## src/rtl/timer_pkg.sv

```systemverilog
// Purpose: shared register map and bit positions for the APB timer peripheral.
// Latency: n/a (constants only).
// Backpressure: n/a.
package timer_pkg;

  // Word offsets decoded from PADDR[4:2]
  localparam logic [2:0] TIM_CR  = 3'd0;
  localparam logic [2:0] TIM_PSC = 3'd1;
  localparam logic [2:0] TIM_ARR = 3'd2;
  localparam logic [2:0] TIM_CNT = 3'd3;
  localparam logic [2:0] TIM_SR  = 3'd4;
  localparam logic [2:0] TIM_CCR = 3'd5;

  // Control register fields
  localparam int CR_EN   = 0;
  localparam int CR_OPM  = 1;
  localparam int CR_UIE  = 2;
  localparam int CR_CCIE = 3;
  localparam int CR_BITS = 4;

  // Status register fields (write-1-to-clear)
  localparam int SR_UIF  = 0;
  localparam int SR_CCIF = 1;
  localparam int SR_BITS = 2;

endpackage

```

## src/rtl/timer_core.sv

```systemverilog
// Purpose: prescaler, up-counter with auto-reload, compare match and event pulses.
// Latency: events are combinational in the tick cycle; counter updates on the tick edge.
// Backpressure: none; a software CNT write overrides the tick update and restarts the prescaler.
module timer_core #(
  parameter int CNT_W = 32,
  parameter int PSC_W = 16
) (
  input  logic             clk_i,
  input  logic             rst_i,
  input  logic             en_i,
  input  logic             opm_i,
  input  logic [PSC_W-1:0] psc_i,
  input  logic [CNT_W-1:0] arr_i,
  input  logic [CNT_W-1:0] ccr_i,
  input  logic             cnt_wr_i,
  input  logic [CNT_W-1:0] cnt_wdata_i,
  output logic [CNT_W-1:0] cnt_o,
  output logic             uif_set_o,
  output logic             ccif_set_o,
  output logic             opm_stop_o
);

  logic [PSC_W-1:0] psc_cnt_q, psc_cnt_d;
  logic [CNT_W-1:0] cnt_q, cnt_d;
  logic             tick;
  logic             at_arr;

  // >= rather than == so that lowering PSC below the running count ticks
  // straight away instead of waiting for the prescaler to wrap.
  assign tick       = en_i & (psc_cnt_q >= psc_i);
  assign at_arr     = (cnt_q == arr_i);
  // Decisions use the pre-update counter value.
  assign uif_set_o  = tick & at_arr;
  assign ccif_set_o = tick & (cnt_q == ccr_i);
  assign opm_stop_o = uif_set_o & opm_i;
  assign cnt_o      = cnt_q;

  // Prescaler: held at zero while disabled, restarts on tick or CNT write
  always_comb begin
    psc_cnt_d = psc_cnt_q + PSC_W'(1);
    if (!en_i || cnt_wr_i || tick) begin
      psc_cnt_d = '0;
    end
  end

  // Counter: software write wins, otherwise reload at ARR or increment
  // (a value above ARR simply runs on and wraps naturally at 2^CNT_W).
  always_comb begin
    cnt_d = cnt_q;
    if (cnt_wr_i) begin
      cnt_d = cnt_wdata_i;
    end else if (tick) begin
      cnt_d = at_arr ? '0 : cnt_q + CNT_W'(1);
    end
  end

  // State registers
  always_ff @(posedge clk_i or posedge rst_i) begin
    if (rst_i) begin
      psc_cnt_q <= '0;
      cnt_q     <= '0;
    end else begin
      psc_cnt_q <= psc_cnt_d;
      cnt_q     <= cnt_d;
    end
  end

endmodule

```

## src/rtl/apb_timer_periph.sv

```systemverilog
// Purpose: APB completer wrapping timer_core with register file, W1C status and irq.
// Latency: one wait state per transfer; PREADY high in the second access cycle.
// Backpressure: PREADY never high on consecutive cycles; irq is registered (flag + 1 cycle).
module apb_timer_periph
  import timer_pkg::*;
#(
  parameter int CNT_W = 32,
  parameter int PSC_W = 16
) (
  input  logic        PCLK,
  input  logic        PRESET,
  input  logic [31:0] PADDR,
  input  logic        PWRITE,
  input  logic        PENABLE,
  input  logic [31:0] PWDATA,
  input  logic        PSEL,
  output logic [31:0] PRDATA,
  output logic        PREADY,
  output logic        timer_irq
);

  logic [CR_BITS-1:0] cr_q, cr_d;
  logic [PSC_W-1:0]   psc_q, psc_d;
  logic [CNT_W-1:0]   arr_q, arr_d;
  logic [CNT_W-1:0]   ccr_q, ccr_d;
  logic [SR_BITS-1:0] sr_q, sr_d;
  logic [31:0]        prdata_q;
  logic               pready_q;
  logic               irq_q;

  logic [2:0]         reg_sel;
  logic               access;
  logic               wr_en;
  logic               rd_en;
  logic               cnt_wr;
  logic [31:0]        rdata;
  logic [CNT_W-1:0]   cnt;
  logic               uif_set;
  logic               ccif_set;
  logic               opm_stop;

  // Address bits outside the word index and unused data bits are don't-care.
  logic unused_bits;
  assign unused_bits = ^{PADDR[31:5], PADDR[1:0], PWDATA};

  assign reg_sel = PADDR[4:2];
  // The first access cycle is the only one that acts; the PREADY cycle is inert.
  assign access  = PSEL & PENABLE & ~pready_q;
  assign wr_en   = access & PWRITE;
  assign rd_en   = access & ~PWRITE;
  assign cnt_wr  = wr_en & (reg_sel == TIM_CNT);

  timer_core #(
    .CNT_W (CNT_W),
    .PSC_W (PSC_W)
  ) u_core (
    .clk_i       (PCLK),
    .rst_i       (PRESET),
    .en_i        (cr_q[CR_EN]),
    .opm_i       (cr_q[CR_OPM]),
    .psc_i       (psc_q),
    .arr_i       (arr_q),
    .ccr_i       (ccr_q),
    .cnt_wr_i    (cnt_wr),
    .cnt_wdata_i (PWDATA[CNT_W-1:0]),
    .cnt_o       (cnt),
    .uif_set_o   (uif_set),
    .ccif_set_o  (ccif_set),
    .opm_stop_o  (opm_stop)
  );

  // Register next-state: software writes first, then hardware events on top
  always_comb begin
    cr_d  = cr_q;
    psc_d = psc_q;
    arr_d = arr_q;
    ccr_d = ccr_q;
    sr_d  = sr_q;
    if (wr_en) begin
      case (reg_sel)
        TIM_CR:  cr_d  = PWDATA[CR_BITS-1:0];
        TIM_PSC: psc_d = PWDATA[PSC_W-1:0];
        TIM_ARR: arr_d = PWDATA[CNT_W-1:0];
        TIM_CCR: ccr_d = PWDATA[CNT_W-1:0];
        TIM_SR:  sr_d  = sr_q & ~PWDATA[SR_BITS-1:0];
        default: ;
      endcase
    end
    // One-pulse stop; a CR write on the same edge carries software's intent.
    if (opm_stop && !(wr_en && (reg_sel == TIM_CR))) begin
      cr_d[CR_EN] = 1'b0;
    end
    // Hardware set beats a simultaneous W1C so no event is lost.
    if (uif_set) begin
      sr_d[SR_UIF] = 1'b1;
    end
    if (ccif_set) begin
      sr_d[SR_CCIF] = 1'b1;
    end
  end

  // Read mux; undefined bits and unmapped offsets return zero
  always_comb begin
    rdata = '0;
    case (reg_sel)
      TIM_CR:  rdata[CR_BITS-1:0] = cr_q;
      TIM_PSC: rdata[PSC_W-1:0]   = psc_q;
      TIM_ARR: rdata[CNT_W-1:0]   = arr_q;
      TIM_CNT: rdata[CNT_W-1:0]   = cnt;
      TIM_SR:  rdata[SR_BITS-1:0] = sr_q;
      TIM_CCR: rdata[CNT_W-1:0]   = ccr_q;
      default: ;
    endcase
  end

  // Register file, handshake, read capture and interrupt
  always_ff @(posedge PCLK or posedge PRESET) begin
    if (PRESET) begin
      cr_q     <= '0;
      psc_q    <= '0;
      arr_q    <= '0;
      ccr_q    <= '0;
      sr_q     <= '0;
      prdata_q <= '0;
      pready_q <= 1'b0;
      irq_q    <= 1'b0;
    end else begin
      cr_q     <= cr_d;
      psc_q    <= psc_d;
      arr_q    <= arr_d;
      ccr_q    <= ccr_d;
      sr_q     <= sr_d;
      pready_q <= access;
      if (rd_en) begin
        prdata_q <= rdata;
      end
      irq_q <= (sr_q[SR_UIF] & cr_q[CR_UIE]) | (sr_q[SR_CCIF] & cr_q[CR_CCIE]);
    end
  end

  assign PRDATA    = prdata_q;
  assign PREADY    = pready_q;
  assign timer_irq = irq_q;

endmodule

```

## config.mk

```make
export PLATFORM = sky130hd
export DESIGN_NAME = apb_timer_periph
export DESIGN_NICKNAME = d
export VERILOG_FILES = /design/src/rtl/timer_pkg.sv /design/src/rtl/timer_core.sv /design/src/rtl/apb_timer_periph.sv
export SDC_FILE = /design/constraint.sdc
export NUM_CORES = 1
export LEC_CHECK = 0
export CORE_ASPECT_RATIO = 0.5
export CORE_UTILIZATION = 50
export DETAILED_ROUTE_END_ITERATION = 6
export HOLD_SLACK_MARGIN = 0.02
export PLACE_DENSITY = 0.75
export SETUP_SLACK_MARGIN = 0.3
export SYNTH_ARGS = -nofsm -noshare
export SYNTH_HDL_FRONTEND = slang
export SYNTH_SLANG_ARGS = --single-unit
export TNS_END_PERCENT = 50
```

## constraint.sdc

```tcl
create_clock -name PCLK -period 6.8 [get_ports PCLK]
set_input_delay 1.02 -clock PCLK [delete_from_list [all_inputs] [get_ports PCLK]]
set_output_delay 1.02 -clock PCLK [all_outputs]
set_load 0.005 [all_outputs]
```

Word level (Yosys, flattened, before mapping)
Cells that the tools add are included.
Widths: inputs -> output; s select.
{"block": "totals", "elab_cells": 74, "input_bits": 69, "mem_count": 0, "latchBits": 0, "rom_bits": 0, "out_inout_bits": 34, "ram_bits": 0, "register_bits": 168}
{"block": "op_classes", "mul": 0, "addsub": 2, "mux": 15, "n_div": 0, "order_cmp": 1, "n_shift": 0, "n_bitwise": 16, "reduce_logical": 21, "n_eq_ne": 7}
{"cell": "$mux 32", "n": 3}
{"cell": "$eq 32x32->1", "n": 2}
{"cell": "$pmux 12 s4", "n": 1}
{"cell": "$pmux 16 s3", "n": 1}
{"cell": "$add 32x1->32 const B", "n": 1}
{"cell": "$add 16x1->16 const B", "n": 1}
{"cell": "$ge 16x16->1", "n": 1}
{"cell": "$mux 16", "n": 1}
{"cell": "$reduce_and 2->1", "n": 7}
{"cell": "$reduce_bool 2->1", "n": 7}
{"cell": "$pmux 2 s6", "n": 1}
{"cell": "$and 1x1->1", "n": 11}
{"cell": "$pmux 2 s5", "n": 1}
{"cell": "$eq 3x2->1 const B", "n": 2}
{"cell": "$eq 3x3->1 const B", "n": 2}
{"cell": "$mux 1", "n": 5}
{"cell": "$mux 2", "n": 2}
{"cell": "$eq 3x1->1 const B", "n": 1}
{"cell": "$logic_not 3->1", "n": 1}
{"cell": "$and 2x2->2", "n": 1}
{"cell": "$logic_and 1x1->1", "n": 2}
{"cell": "$logic_not 1->1", "n": 2}
{"cell": "$logic_or 1x1->1", "n": 2}
{"cell": "$not 1->1", "n": 2}
{"cell": "2 further kinds", "n": 2}

Longest topological paths before layout
{"block": "depth", "word_depth": 8, "depth_mapped": 10}

Cells and area by module
From an unflattened synthesis, not the netlist that was laid out.
{"block": "hier_totals", "cells_unflattened": 946, "hier_area_um2": 9591.7}
{"module": "apb_timer_periph", "cells_per_inst": 432, "instances": 1, "seq_area_each_um2": 3002.9, "area_per_inst_um2": 5377.7}
{"module": "timer_core", "cells_per_inst": 514, "instances": 1, "seq_area_each_um2": 1201.2, "area_per_inst_um2": 4214.0}

Worst setup path after synthesis
Ideal clock, no wire load.
{"block": "synth_timing", "path_kind": "input-to-reg", "start": "input PADDR[3]", "end": "register ccr_q[0]", "slack_ps": 4059, "required_ps": 6675, "stages": 8, "t_arrival_ps": 2616, "path_buffers": 4, "setup_time_ps": 125, "cell_sequence": "buf_2 > nor2b_1 > and2_1 > buf_2 > and3_1 > clkbuf_1 > buf_4 > mux2_2"}
{"block": "synth_via", "elab_chain_cells": 2}
{"item": "start, declared", "line_no": "apb_timer_periph.sv:12", "text": "input logic [31:0] PADDR,"}
{"item": "$eq 3x3->1", "line_no": "apb_timer_periph.sv:80", "text": "case (reg_sel)"}
{"item": "$reduce_and 2->1 (no source line)"}
{"item": "end signal, assigned", "line_no": "apb_timer_periph.sv:131", "text": "ccr_q <= ccr_d;"}
{"item": "end, declared", "line_no": "apb_timer_periph.sv:25", "text": "logic [CNT_W-1:0] ccr_q, ccr_d;"}
Every way passes these cells.
A chain may end at the register's enable or synchronous reset.

Worst setup path after layout
{"block": "layout_timing", "start": "input PADDR[3]", "end": "register ccr_q[19]"}
Same word-level chain as after synthesis.

==> impl_metrics.yaml <==
min_path:
  hold_depth: 2
  hold_class: "register to register"
  worstHoldStart: "PRDATA[21]$_DFFE_PP0P_"
timing:
  grt_setup_unrepaired: "false"
  relSlewSlack_pct: 30.4
  worst_pin_slew_ns: 1.04
  hold_viol: 0
  finalSetupViolations: 0
  drv_slew: 0
  finalClockSkew_ns: 0.0151
  max_freq_ghz: 0.246
  tns_ns: 0
  period_share_pct: 59.8
  fin_crit_ns: 4.06
clock_tree:
  cts_tree: "yes"
  h-tree-depth: 4
  post_cts_resized: 0
  postCtsSetupRepairBufs: 0
  worstSkewPairLatency_ns: 0.44
  holdBufCountCts: 0
  clk_pin_slew_ns: 0.07
  clockBufferDepth: 2
  cts_buffers: 17
  clkSinkCount: 168
  clockRootBuffer: "clkbuf_16"
global_route:
  grt_max_degree: 108
  overflow: 0
  grt.total_usage_pct: 27.7
  grt_first_pass_wirelength_um: 40800
  grt_pass1_vias: 7276
  antenna_found_initial: 1
route:
  drt-total-wl_um: 25400
  drt_pre_antenna_iters: 6
  drtAntennaViolNets: 0
  drc: 0
  drt_iter0_drc: 743
  via_count: 7560
  vias_per_cell: 6.10
  routedWlPerCell_um: 20.5
power:
  finalPower_uw: 3020
  p_per_area_mw_per_mm2: 285
  p_leak_uw: 0.00445
  irDropWorstVdd_uv: 228
logic_synthesis:
  netlist_instances: 956
  ys_seq_area_share_pct: 45.5
  ys.flop_type: "dfrtp_1"
  synth_area_mm2: 0.00923
  yosysWarnings: 0
  ys_seq_elements: 168
  synthAdderAreaFrac_pct: 2.44
  synth_top_family_by_area: "simple AND/OR/NAND/NOR gates"
  synth_xor_area_share_pct: 7.40
  yosysUniqueCellTypes: 53
  synth_edf_count: 0
  ys_top_cells_by_area: "dfrtp_1 (46%), mux2_2 (8.3%), xnor2_1 (6.5%), nand2_1 (4.1%), o21ai_0 (4.1%)"
  syn_nets: 1043
  synth.avg_cell_area_um2: 9.66
  yosys.area_share.simple_pct: 16.4
  async_flop_share_pct: 100
  synth.most_common_cell: "dfrtp_1"
  synthMuxAreaShare_pct: 12.3
  synth_compound_area_share_pct: 11.7
  synth.cells.most_frequent: "dfrtp_1 (168), nand2_1 (102), nor2_1 (91)"
  synth_top_area_share_pct: 45.5
  yosysTopAreaCell: "dfrtp_1"
worst_setup_path:
  rrSetupSlack_ns: 3.08
  cp_cell_sequence: "clkdlybuf4s50_1 -> nor2b_1 -> and2_1 -> buf_4 -> and3_1 -> buf_4 -> mux2_2"
  worstSetupStartpoint: "PADDR[3]"
  path_class: "primary input to register"
  cp.depth: 7
  startpoint_type: "primary input"
  cp_max_fo: 21
  arrival_ns: 4.38
  critPathMaxStageDelay_ns: 0.77
  crit-reg2reg-launch: "u_core.psc_cnt_q[11]$_DFF_PP0_"
  cpLargestDelayFamily: "buffers and inverters"
  cpMostUsedCell: "buf_4"
  regToRegEndpoint: "u_core.cnt_o[17]$_DFFE_PP0P_"
  worstPathRequired_ns: 7.11
  path_buf_inv: 3
  r2r_cells: 8
  end_kind: "register"
  crit_slowest_cell: "clkdlybuf4s50_1"
  cp-endpoint: "ccr_q[19]$_DFFE_PP0P_"
floorplanning:
  num_rows: 34
  start_util_pct: 52.2
  ioPinCount: 103
  die_area_mm2: 0.0190
  core_mm2: 0.0177
  die_w_um: 194
  die_h_um: 98.1
run_status:
  status: "finished, final reports clean"
placed_design:
  place_hpwl_um: 17200
  dp_cells: 1207
  portBuffers: 73
  gp_congestion: 0.890
  placed_area_mm2: 0.0100
layout:
  stdcell_count: 1239
  area_growth_pct: 14.9
  final_util_pct: 60.0
  final.fill_count: 1464
  layout-drive-gt1-share_pct: 12.4
  design_area_mm2: 0.0106
  insertedDiodeCount: 0
  nNetsFinal: 1079
flow_run:
  cap_violations: 0
[layout by cell type (no fill, tap or decap), types with 4 or more instances in the layout]
cell type	Yosys	final
dfrtp_1	168	168
or3_1	11	10
a211o_1	4	4
and2_1	11	11
a31oi_1	18	18
mux2_2	68	68
nand4_1	29	29
nor3_1	9	8
nor2_1	91	91
o21a_1	4	4
xor2_1	9	9
o21ai_0	76	76
clkbuf_16	0	17
nand3_1	21	21
buf_4	3	11
clkinvlp_4	0	4
nor2b_1	4	4
xnor2_1	69	69
ha_1	18	18
clkdlybuf4s50_1	0	72
a221oi_1	8	8
and4_1	4	4
a21oi_1	42	42
nor4_1	10	10
inv_1	25	24
a22oi_1	10	10
and3_1	12	12
nand4b_1	4	4
mux2i_1	30	30
nand2_1	102	102
[tightest hold or removal path, stage by stage (launching register included)]
cell and delay [ns]:
dfrtp_1 0.34, nand2_1 0.05, o21ai_0 0.06
[where the power goes]
group          total [uW]  internal, uW  switching [uW]
registers            1380          1170             211
clock network         942           498             444
logic                 696           352             344
[stage by stage]
stage	worst slack (ns)	hold slack (ns)
5_1_grt	2.60	0.520
3_5_place_dp	2.37	0.472
6_report	2.74	0.480
3_3_place_gp	2.40	0.464
4_1_cts	2.80	0.487
2_1_floorplan	1.23	0.464
[how the worst min path moves through the flow]
stage | endpoint | slack [ns]
5_1_grt | PRDATA[23]$_DFFE_PP0P_ | 0.52
4_1_cts | PRDATA[16]$_DFFE_PP0P_ | 0.49
3_3_place_gp | PRDATA[28]$_DFFE_PP0P_ | 0.46
6_report | PRDATA[21]$_DFFE_PP0P_ | 0.48
2_1_floorplan | sr_q[0]$_DFFE_PP0P_ | 0.46
3_5_place_dp | PRDATA[16]$_DFFE_PP0P_ | 0.47
[cell families after synthesis]
family / count (synthesis)
XOR/XNOR: 78
adder cells (fa/ha/maj): 18
multiplexers: 101
AND/OR/NAND/NOR: 318
flip-flops: 168
buffers and inverters: 92
AO/OA/AOI/OAI: 181
[area by class of cell]
type	instances	area, um^2	share of cell area, %
sequential	168	4200	39.6
tap	234	293	2.76
multi-input combinational	696	4640	43.7
inverter	25	98.8	0.931
clock buffer	19	453	4.27
clock inverter	13	113	1.06
timing repair buffer	84	808	7.62
[sequential cells by signal, indices dropped and copies added (netlist names)]
register          cells
u_core.cnt_o         32
psc_q                16
sr_q                  2
PREADY                1
cr_q                  4
arr_q                32
PRDATA               32
ccr_q                32
timer_irq             1
u_core.psc_cnt_q     16
[per-layer routing]
layer / global-route usage, % / share of wire [%]
met5: 0 / 0.051
met4: 8.00 / 2.0
met3: 6.91 / 9.5
met2: 42.8 / 44
met1: 38.8 / 44
No activity file was read; power rests on OpenSTA's default activity.
